## config.mk

```make
export PLATFORM = sky130hd
export DESIGN_NAME = mem_bus_arbiter
export DESIGN_NICKNAME = d
export VERILOG_FILES = /design/src/rtl/sys_defs.sv /design/src/rtl/mem_owner_table.sv /design/src/rtl/mem_bus_arbiter.sv
export SDC_FILE = /design/constraint.sdc
export NUM_CORES = 1
export LEC_CHECK = 0
export ABC_AREA = 1
export CAP_MARGIN = 40
export CELL_PAD_IN_SITES_DETAIL_PLACEMENT = 1
export CELL_PAD_IN_SITES_GLOBAL_PLACEMENT = 1
export CORE_AREA = 2 2 185 187
export CTS_CLUSTER_DIAMETER = 30
export DETAILED_ROUTE_END_ITERATION = 10
export DIE_AREA = 0 0 187 189
export GPL_TIMING_DRIVEN = 0
export PLACE_DENSITY_LB_ADDON = 0.25
export SETUP_SLACK_MARGIN = 0.4
export SYNTH_ARGS = -nofsm -noshare
export SYNTH_HDL_FRONTEND = slang
export SYNTH_SLANG_ARGS = --single-unit
```

## constraint.sdc

```tcl
create_clock -name clock -period 3.95 [get_ports clock]
set_input_delay 0.79 -clock clock [delete_from_list [all_inputs] [get_ports clock]]
set_output_delay 0.79 -clock clock [all_outputs]
set_load 0.01 [all_outputs]
```

## src/rtl/sys_defs.sv

```systemverilog
// Shared definitions for the processor-memory bus: command encodings,
// the transaction-ownership record and arbiter defaults.
package sys_defs;

  typedef enum logic [1:0] {
    BUS_NONE  = 2'h0,
    BUS_LOAD  = 2'h1,
    BUS_STORE = 2'h2
  } BUS_COMMAND;

  // One entry per memory tag: is a load outstanding, and which cache owns it.
  typedef struct packed {
    logic valid;
    logic is_icache;
  } MEM_OWNER_t;

  localparam int ARB_STARVE_LIMIT = 4;
  localparam int ARB_NUM_MEM_TAGS = 16;

endpackage

```

## src/rtl/mem_owner_table.sv

```systemverilog
// Tag-indexed table recording which cache owns each outstanding load.
// A free and an allocation of the same tag in one cycle leave the entry
// allocated to the new owner, because memory may recycle a tag the very
// cycle it returns data for it.
module mem_owner_table
  import sys_defs::*;
#(
  parameter int NUM_MEM_TAGS = ARB_NUM_MEM_TAGS,
  localparam int TAG_W = $clog2(NUM_MEM_TAGS)
) (
  input  logic             clock,
  input  logic             reset,
  input  logic             alloc_en_i,
  input  logic [TAG_W-1:0] alloc_tag_i,
  input  logic             alloc_is_icache_i,
  input  logic             free_en_i,
  input  logic [TAG_W-1:0] lookup_tag_i,
  output MEM_OWNER_t       lookup_entry_o
);

  MEM_OWNER_t owner_q [NUM_MEM_TAGS];
  MEM_OWNER_t owner_d [NUM_MEM_TAGS];

  // Lookup is a plain read of the registered table.
  assign lookup_entry_o = owner_q[lookup_tag_i];

  // Next table: free the returning tag first, then let allocation override.
  always_comb begin
    for (int i = 0; i < NUM_MEM_TAGS; i++) begin
      owner_d[i] = owner_q[i];
    end
    if (free_en_i) begin
      owner_d[lookup_tag_i].valid = 1'b0;
    end
    if (alloc_en_i) begin
      owner_d[alloc_tag_i].valid     = 1'b1;
      owner_d[alloc_tag_i].is_icache = alloc_is_icache_i;
    end
  end

  // Table register; reset discards all outstanding ownership.
  always_ff @(posedge clock) begin
    for (int i = 0; i < NUM_MEM_TAGS; i++) begin
      if (reset) begin
        owner_q[i] <= '0;
      end else begin
        owner_q[i] <= owner_d[i];
      end
    end
  end

endmodule

```

## src/rtl/mem_bus_arbiter.sv

```systemverilog
// Arbitrates the single memory port between Icache and Dcache.
// Dcache normally wins; Icache wins outright once it has been denied or
// rejected STARVE_LIMIT cycles in a row. Accept responses go only to the
// winner, and returning data tags are steered to the cache that owns them.
// Handshake: a request is taken when memory returns a non-zero response
// in the same cycle as the grant; a zero response (or losing arbitration)
// shows the requester a zero response, and it must hold and retry.
module mem_bus_arbiter
  import sys_defs::*;
#(
  parameter int STARVE_LIMIT = ARB_STARVE_LIMIT,
  parameter int NUM_MEM_TAGS = ARB_NUM_MEM_TAGS
) (
  input  logic        clock,
  input  logic        reset,
  input  logic [1:0]  icache2arb_command,
  input  logic [63:0] icache2arb_addr,
  input  logic [1:0]  dcache2arb_command,
  input  logic [63:0] dcache2arb_addr,
  input  logic [63:0] dcache2arb_data,
  input  logic [3:0]  mem2proc_response,
  input  logic [3:0]  mem2proc_tag,
  input  logic [63:0] mem2proc_data,
  output logic [1:0]  proc2mem_command,
  output logic [63:0] proc2mem_addr,
  output logic [63:0] proc2mem_data,
  output logic [3:0]  arb2icache_response,
  output logic [3:0]  arb2icache_tag,
  output logic [3:0]  arb2dcache_response,
  output logic [3:0]  arb2dcache_tag,
  output logic [63:0] arb2cache_data,
  output logic        grant_icache,
  output logic        arb_err
);

  localparam int CNT_W = $clog2(STARVE_LIMIT) + 1;
  localparam logic [CNT_W-1:0] LIMIT_C = CNT_W'(STARVE_LIMIT);
  localparam logic [CNT_W-1:0] CNT_MAX = '1;

  logic [CNT_W-1:0] starve_cnt_q, starve_cnt_d;
  logic             arb_err_q, arb_err_d;

  logic       icache_req, dcache_req, grant_dcache;
  logic       accepted, alloc_en, ret_valid, ret_hit;
  MEM_OWNER_t ret_entry;

  assign icache_req = (icache2arb_command != BUS_NONE);
  assign dcache_req = (dcache2arb_command != BUS_NONE);
  assign accepted   = (mem2proc_response != 4'h0);

  // Grant: Dcache has priority unless Icache has starved long enough.
  always_comb begin
    grant_icache = icache_req && (!dcache_req || (starve_cnt_q >= LIMIT_C));
    grant_dcache = dcache_req && !grant_icache;
  end

  // Request mux toward memory and accept-response routing to the winner.
  always_comb begin
    proc2mem_command    = BUS_NONE;
    proc2mem_addr       = 64'h0;
    proc2mem_data       = 64'h0;
    arb2icache_response = 4'h0;
    arb2dcache_response = 4'h0;
    if (grant_icache) begin
      proc2mem_command    = icache2arb_command;
      proc2mem_addr       = icache2arb_addr;
      arb2icache_response = mem2proc_response;
    end else if (grant_dcache) begin
      proc2mem_command    = dcache2arb_command;
      proc2mem_addr       = dcache2arb_addr;
      proc2mem_data       = dcache2arb_data;
      arb2dcache_response = mem2proc_response;
    end
  end

  // Only accepted loads create an outstanding tag; stores never return data.
  assign alloc_en = accepted && (proc2mem_command == BUS_LOAD);

  mem_owner_table #(
    .NUM_MEM_TAGS(NUM_MEM_TAGS)
  ) u_owner_table (
    .clock            (clock),
    .reset            (reset),
    .alloc_en_i       (alloc_en),
    .alloc_tag_i      (mem2proc_response),
    .alloc_is_icache_i(grant_icache),
    .free_en_i        (ret_hit),
    .lookup_tag_i     (mem2proc_tag),
    .lookup_entry_o   (ret_entry)
  );

  // Data-return steering: the owner sees the tag, the other cache sees 0.
  always_comb begin
    ret_valid      = (mem2proc_tag != 4'h0);
    ret_hit        = ret_valid && ret_entry.valid;
    arb2icache_tag = 4'h0;
    arb2dcache_tag = 4'h0;
    if (ret_hit) begin
      if (ret_entry.is_icache) begin
        arb2icache_tag = mem2proc_tag;
      end else begin
        arb2dcache_tag = mem2proc_tag;
      end
    end
    arb_err_d = arb_err_q || (ret_valid && !ret_entry.valid);
  end

  assign arb2cache_data = mem2proc_data;
  assign arb_err        = arb_err_q;

  // Starvation count: cleared when Icache is idle or served, else saturating.
  always_comb begin
    starve_cnt_d = starve_cnt_q;
    if (!icache_req || (grant_icache && accepted)) begin
      starve_cnt_d = '0;
    end else if (starve_cnt_q != CNT_MAX) begin
      starve_cnt_d = starve_cnt_q + 1'b1;
    end
  end

  // State registers: starvation counter and sticky error flag.
  always_ff @(posedge clock) begin
    if (reset) begin
      starve_cnt_q <= '0;
      arb_err_q    <= 1'b0;
    end else begin
      starve_cnt_q <= starve_cnt_d;
      arb_err_q    <= arb_err_d;
    end
  end

endmodule

```

# After elaboration in Yosys (flattened, before gate mapping)
# Memories as Yosys holds them, arrays and structs flattened.
# Cells that the tools add are included.
# classes
addsub,1
reduce_logical,20
n_lt_le_gt_ge,5
n_div,0
n_mul,0
n_eq_ne,2
mux,43
shift,0
n_bitwise,18
# ops
cell,count
64-bit 2-to-1 mux,4
32-bit bitwise mux,3
32-bit 2-to-1 mux,2
2-bit 2-to-1 mux,20
4-bit 2-to-1 mux,7
2-bit demux with 4-bit select,3
1-bit OR,16
5-bit greater-or-equal comparator (second input constant),2
5-bit by 1-bit < comparator with 1-bit output (second input constant),2
4-bit NOT with 5-bit output,2
1-bit logical AND,8
4-bit nonzero test,2
1-bit zero test,4
1-bit 2-to-1 mux,4
2-bit nonzero test,2
3-bit by 1-bit adder with 3-bit output (second input constant),1
3-bit greater-or-equal comparator (second input constant),1
1-bit logical OR,3
3-bit inequality test (second input constant),1
2-bit by 1-bit == test with 1-bit output (second input constant),1
2-bit OR reduction,1
# totals
input_bits,270
register_bits,4
memories,1
output_inout_bits,212
rom_bits,0
ram_bits,32
word_cells,92
latch_bits,0
# memory_table
memory,words,word_bits,read_ports,rd_ports_with_merged_regs,wr,line,text
u_owner_table.owner_q,16,2,17,0,16,mem_owner_table.sv:21,MEM_OWNER_t owner_q [NUM_MEM_TAGS];

# Logic depth before layout (Yosys ltp)
# logic_depth
word_depth,12
ltp_mapped,11

# Hierarchy
# Synthesis repeated with hierarchy kept, for this count alone.
# hier_totals
cells_unflattened,748
area_unflattened_um2,3966.3
# modules_own_cells
module,cells_each,n_inst,area_per_inst_um2,seq_area_each_um2
mem_bus_arbiter,471,1,2259.7,80.1
mem_owner_table,277,1,1706.6,640.6

# Worst setup path after synthesis
# No wires, ideal clock.
# synth_path
path_type,input to output
from,input port icache2arb_command[0]
to,output port proc2mem_addr[61]
path_slack_ns,1.323
n_path_buf,2
cell_stages,6
arrival_time_ns,1.837
cell_sequence,or2_1 nand2_2 o21ai_2 buf_2 buf_2 o21ai_0
# synth_via
elab_chain_cells,6
# synth_rtl
element,line,text
start: declaration,mem_bus_arbiter.sv:16,"input logic [1:0] icache2arb_command,"
2-bit nonzero test *,mem_bus_arbiter.sv:47,assign icache_req = (icache2arb_command != BUS_NONE);
1-bit logical AND *,mem_bus_arbiter.sv:53,grant_icache = icache_req && (!dcache_req || (starve_cnt_q >= LIMIT_C));
1-bit zero test,mem_bus_arbiter.sv:54,grant_dcache = dcache_req && !grant_icache;
1-bit logical AND,mem_bus_arbiter.sv:54,
64-bit 2-to-1 mux,mem_bus_arbiter.sv:68,end else if (grant_dcache) begin
64-bit 2-to-1 mux *,mem_bus_arbiter.sv:64,if (grant_icache) begin
end: declaration,mem_bus_arbiter.sv:25,"output logic [63:0] proc2mem_addr,"
# Every way passes the cells marked *; elsewhere a longest branch is shown, timed or not.

# Worst setup path after layout
# layout_path
from,input port icache2arb_command[0]
to,output port arb2icache_response[2]
# layout_via
elab_chain_cells,3
# layout_rtl
element,line,text
2-bit nonzero test,mem_bus_arbiter.sv:47,
1-bit logical AND,mem_bus_arbiter.sv:53,
4-bit 2-to-1 mux,mem_bus_arbiter.sv:64,
end: declaration,mem_bus_arbiter.sv:27,"output logic [3:0] arb2icache_response,"
# No other way between the ends.

==> results <==
cell type report:
cell class	instances	share of cell area
plain buffers	97	0.0819
multi-input cells	459	0.229
clock buffers	5	0.0141
repair buffers	419	0.465
well taps	448	0.0632
inverters	152	0.0648
flip-flops and latches	36	0.0812
cells in the final DEF (no fill, tap or decap), drive strengths merged:
cell	count
nor3	1
xor2	1
dlygate4sd2	95
ha	2
clkbuf	16
clkdlybuf4s15	4
nand3	18
nand2	192
o21ai	82
nand4	2
inv	152
nor2	124
or2	1
a21oi	35
clkdlybuf4s50	279
dlymetal6s2s	33
dfxtp	36
o21bai	1
buf	94
registers in the layout, summed over array words and instances, names as in the netlist:
| name | cells |
|---|---|
| u_owner_table.owner_q | 32 |
| starve_cnt_q | 3 |
| arb_err | 1 |
metrics by stage:
step                      hold slack (ns)  cell area, µm²  instances  setup TNS, ns
final                               0.423            8880       1616              0
after global routing                0.451            8880       1616              0
after CTS                           0.426            8730       1612              0
after detailed placement            0.416            8640       1606          -6.70
after global placement              0.414            8640       1606          -4.70
after floorplan                     0.403            3940        744              0
cell families (layout without fill, tap and decap cells):
group / count (synthesis) / count (layout) / share of synthesized area
buf+inv: 249 / 673 / 0.315
fa+ha+maj: 2 / 2 / 0.00635
compound gates: 118 / 118 / 0.155
flops: 36 / 36 / 0.183
xor+xnor: 1 / 1 / 0.00222
simple gates: 338 / 338 / 0.339
power by group through the flow:
stage | clock (µW) | combinational [µW] | sequential [µW]
floorplan | 0 | 330 | 381
global placement | 0 | 960 | 381
detailed placement | 0 | 965 | 381
CTS | 380 | 919 | 374
global route | 396 | 979 | 374
finish | 366 | 902 | 374
layer usage:
layer,up-vias,share of wire,GRT usage
li1,2982,-,-
met3,12,0.10,0.0652
met5,-,0,0
met1,2653,0.42,0.179
met4,0,0.0070,0.0150
met2,277,0.47,0.268
critical path, stage by stage:
cell	delay [ns]
clkdlybuf4s50_1	0.46
or2_4	0.29
nand2_4	0.12
buf_2	0.24
clkbuf_4	0.25
nor2_1	0.06
clkdlybuf4s50_1	0.48
final timing paths:
kind                                               endpoint  depth (start not counted)
worst max register to register  u_owner_table.owner_q[8][0]                         10
worst min register to register  u_owner_table.owner_q[0][1]                          2
worst min-delay path            u_owner_table.owner_q[0][1]                          2
worst max-delay path                 arb2icache_response[2]                          7
repair_timing:
item	4_1_cts	5_1_grt
gates cloned	0	0
setup endpoints to repair	143	52
pin swaps	1	4
resized for setup	141	60
setup buffers	1	4
hold buffers	0	0
==> run_results.csv <==
group,metric,value,unit
global_route,antenna_found_initial,0,
critical_path,reg2reg_slack,2.34,ns
power_and_ir_drop,pwr-share-clk,0.223,
drt,via_per_inst,3.67,
sta,drv_slew,0,
drt,wire_per_inst,17.4,µm
job,max_cap_violations,0,
synthesis,synth-seq-cells,36,
cells_and_area,multi_input_area,0.00204,mm²
power_and_ir_drop,p_leak,0.00464,µW
global_route,grt_pass1_wl,40400,µm
hold_path,hp-class,"flip-flop to flip-flop",
clocking,h-tree-depth,2,
floorplanning,die-area,0.0353,mm²
clocking,cts_root_buf,"clkbuf_16",
power_and_ir_drop,power,1640,µW
drt,drc,0,
sta,period_needed,3.50,ns
power_and_ir_drop,internal-power,1080,µW
floorplanning,die_x,187,µm
critical_path,worst_ep_required_time,3.16,ns
synthesis,yosys_warnings,0,
floorplanning,start_util,0.118,
synthesis,synth_common_cells,"nand2_1 (191), inv_1 (150), nor2_1 (121), o21ai_0 (77), buf_4 (66)",
clocking,tritoncts,"built",
clocking,cts.clk_slew.worst_paths,0.06,ns
power_and_ir_drop,powerDensity,185,mW/mm²
placed_design,gp_congestion,0.831,
drt,initialDrtViolationCount,105,
synthesis,synth.most_common_cell,"nand2_1",
synthesis,postSynthAreaPerCell,5.30,µm²
synthesis,synth_nets,1016,
critical_path,critPathKind,"input port to output port",
floorplanning,rows,67,
synthesis,netlist_instances,744,
power_and_ir_drop,vdd_drop_max,0.000188,V
drt,antenna_left,0,
clocking,clk_path_buf_depth,2,
global_route,grt_pass1_vias,6245,
global_route,grt-ovfl-total,0,
cells_and_area,antennaDiodeCount,0,
clocking,cts_sinks,36,
placed_design,post-dp-hpwl,25400,µm
cells_and_area,area_delta_synth_final,125,%
synthesis,synthTopCellsByArea,"dfxtp_1 (18%), nand2_1 (18%), inv_1 (14%)",
synthesis,yosys.area.top_type,"dfxtp_1",
power_and_ir_drop,switching_power,561,µW
floorplanning,coreArea,0.0333,mm²
clocking,numCtsBuffers,5,
power_and_ir_drop,seqPwrFrac,0.227,
drt,drtPass1Iterations,4,
sta,setup_viol,0,
critical_path,r2r-start,"starve_cnt_q[2]",
critical_path,cp_max_fo,10,
global_route,grt_start_max_net_pins,11,
cells_and_area,drive_gt1_frac,0.110,
synthesis,syn_area,0.00394,mm²
sta,timing.final.crit_share,0.886,
placed_design,port_buffers,414,
critical_path,arrival,2.71,ns
sta,grt_setup_unrepaired,"true",
floorplanning,die_h,189,µm
placed_design,place_ws,-0.269,ns
synthesis,ys_async_sr_fraction,0,
synthesis,ys.flop_type,"dfxtp_1",
cells_and_area,fillerInstances,4225,
critical_path,startpoint_type,"input port",
synthesis,synth_top_area_frac,0.183,
run_status,status,"complete, no violations",
drt,wl,28100,µm
synthesis,synth.distinct_cells,26,
power_and_ir_drop,switching_share,0.342,
global_route,grt_use_total,0.153,
synthesis,synth_edf_count,0,
clocking,clock_latency,0.27,ns
sta,max_slew_margin,0.634,
cells_and_area,finish.utilization,0.267,
critical_path,crit_path_start,"icache2arb_command[0]",
cells_and_area,seqCellArea,721,µm²
sta,tightest_slew,0.550,ns
cells_and_area,num-nets-final,1442,
sta,layout_setup_ws,0.452,ns
drt,via_count,5924,
sta,skew,0.00430,ns
critical_path,worstSetupEndpointType,"output port",
power_and_ir_drop,comb_power_share,0.549,
synthesis,ys_seq_area_frac,0.183,
hold_path,hold_path_startpoint,"u_owner_table.owner_q[0][1]",
sta,clock.fmax,286,MHz
floorplanning,ios,482,
sta,hold_viol_final,0,
No activity file was read; power rests on OpenSTA's default activity.
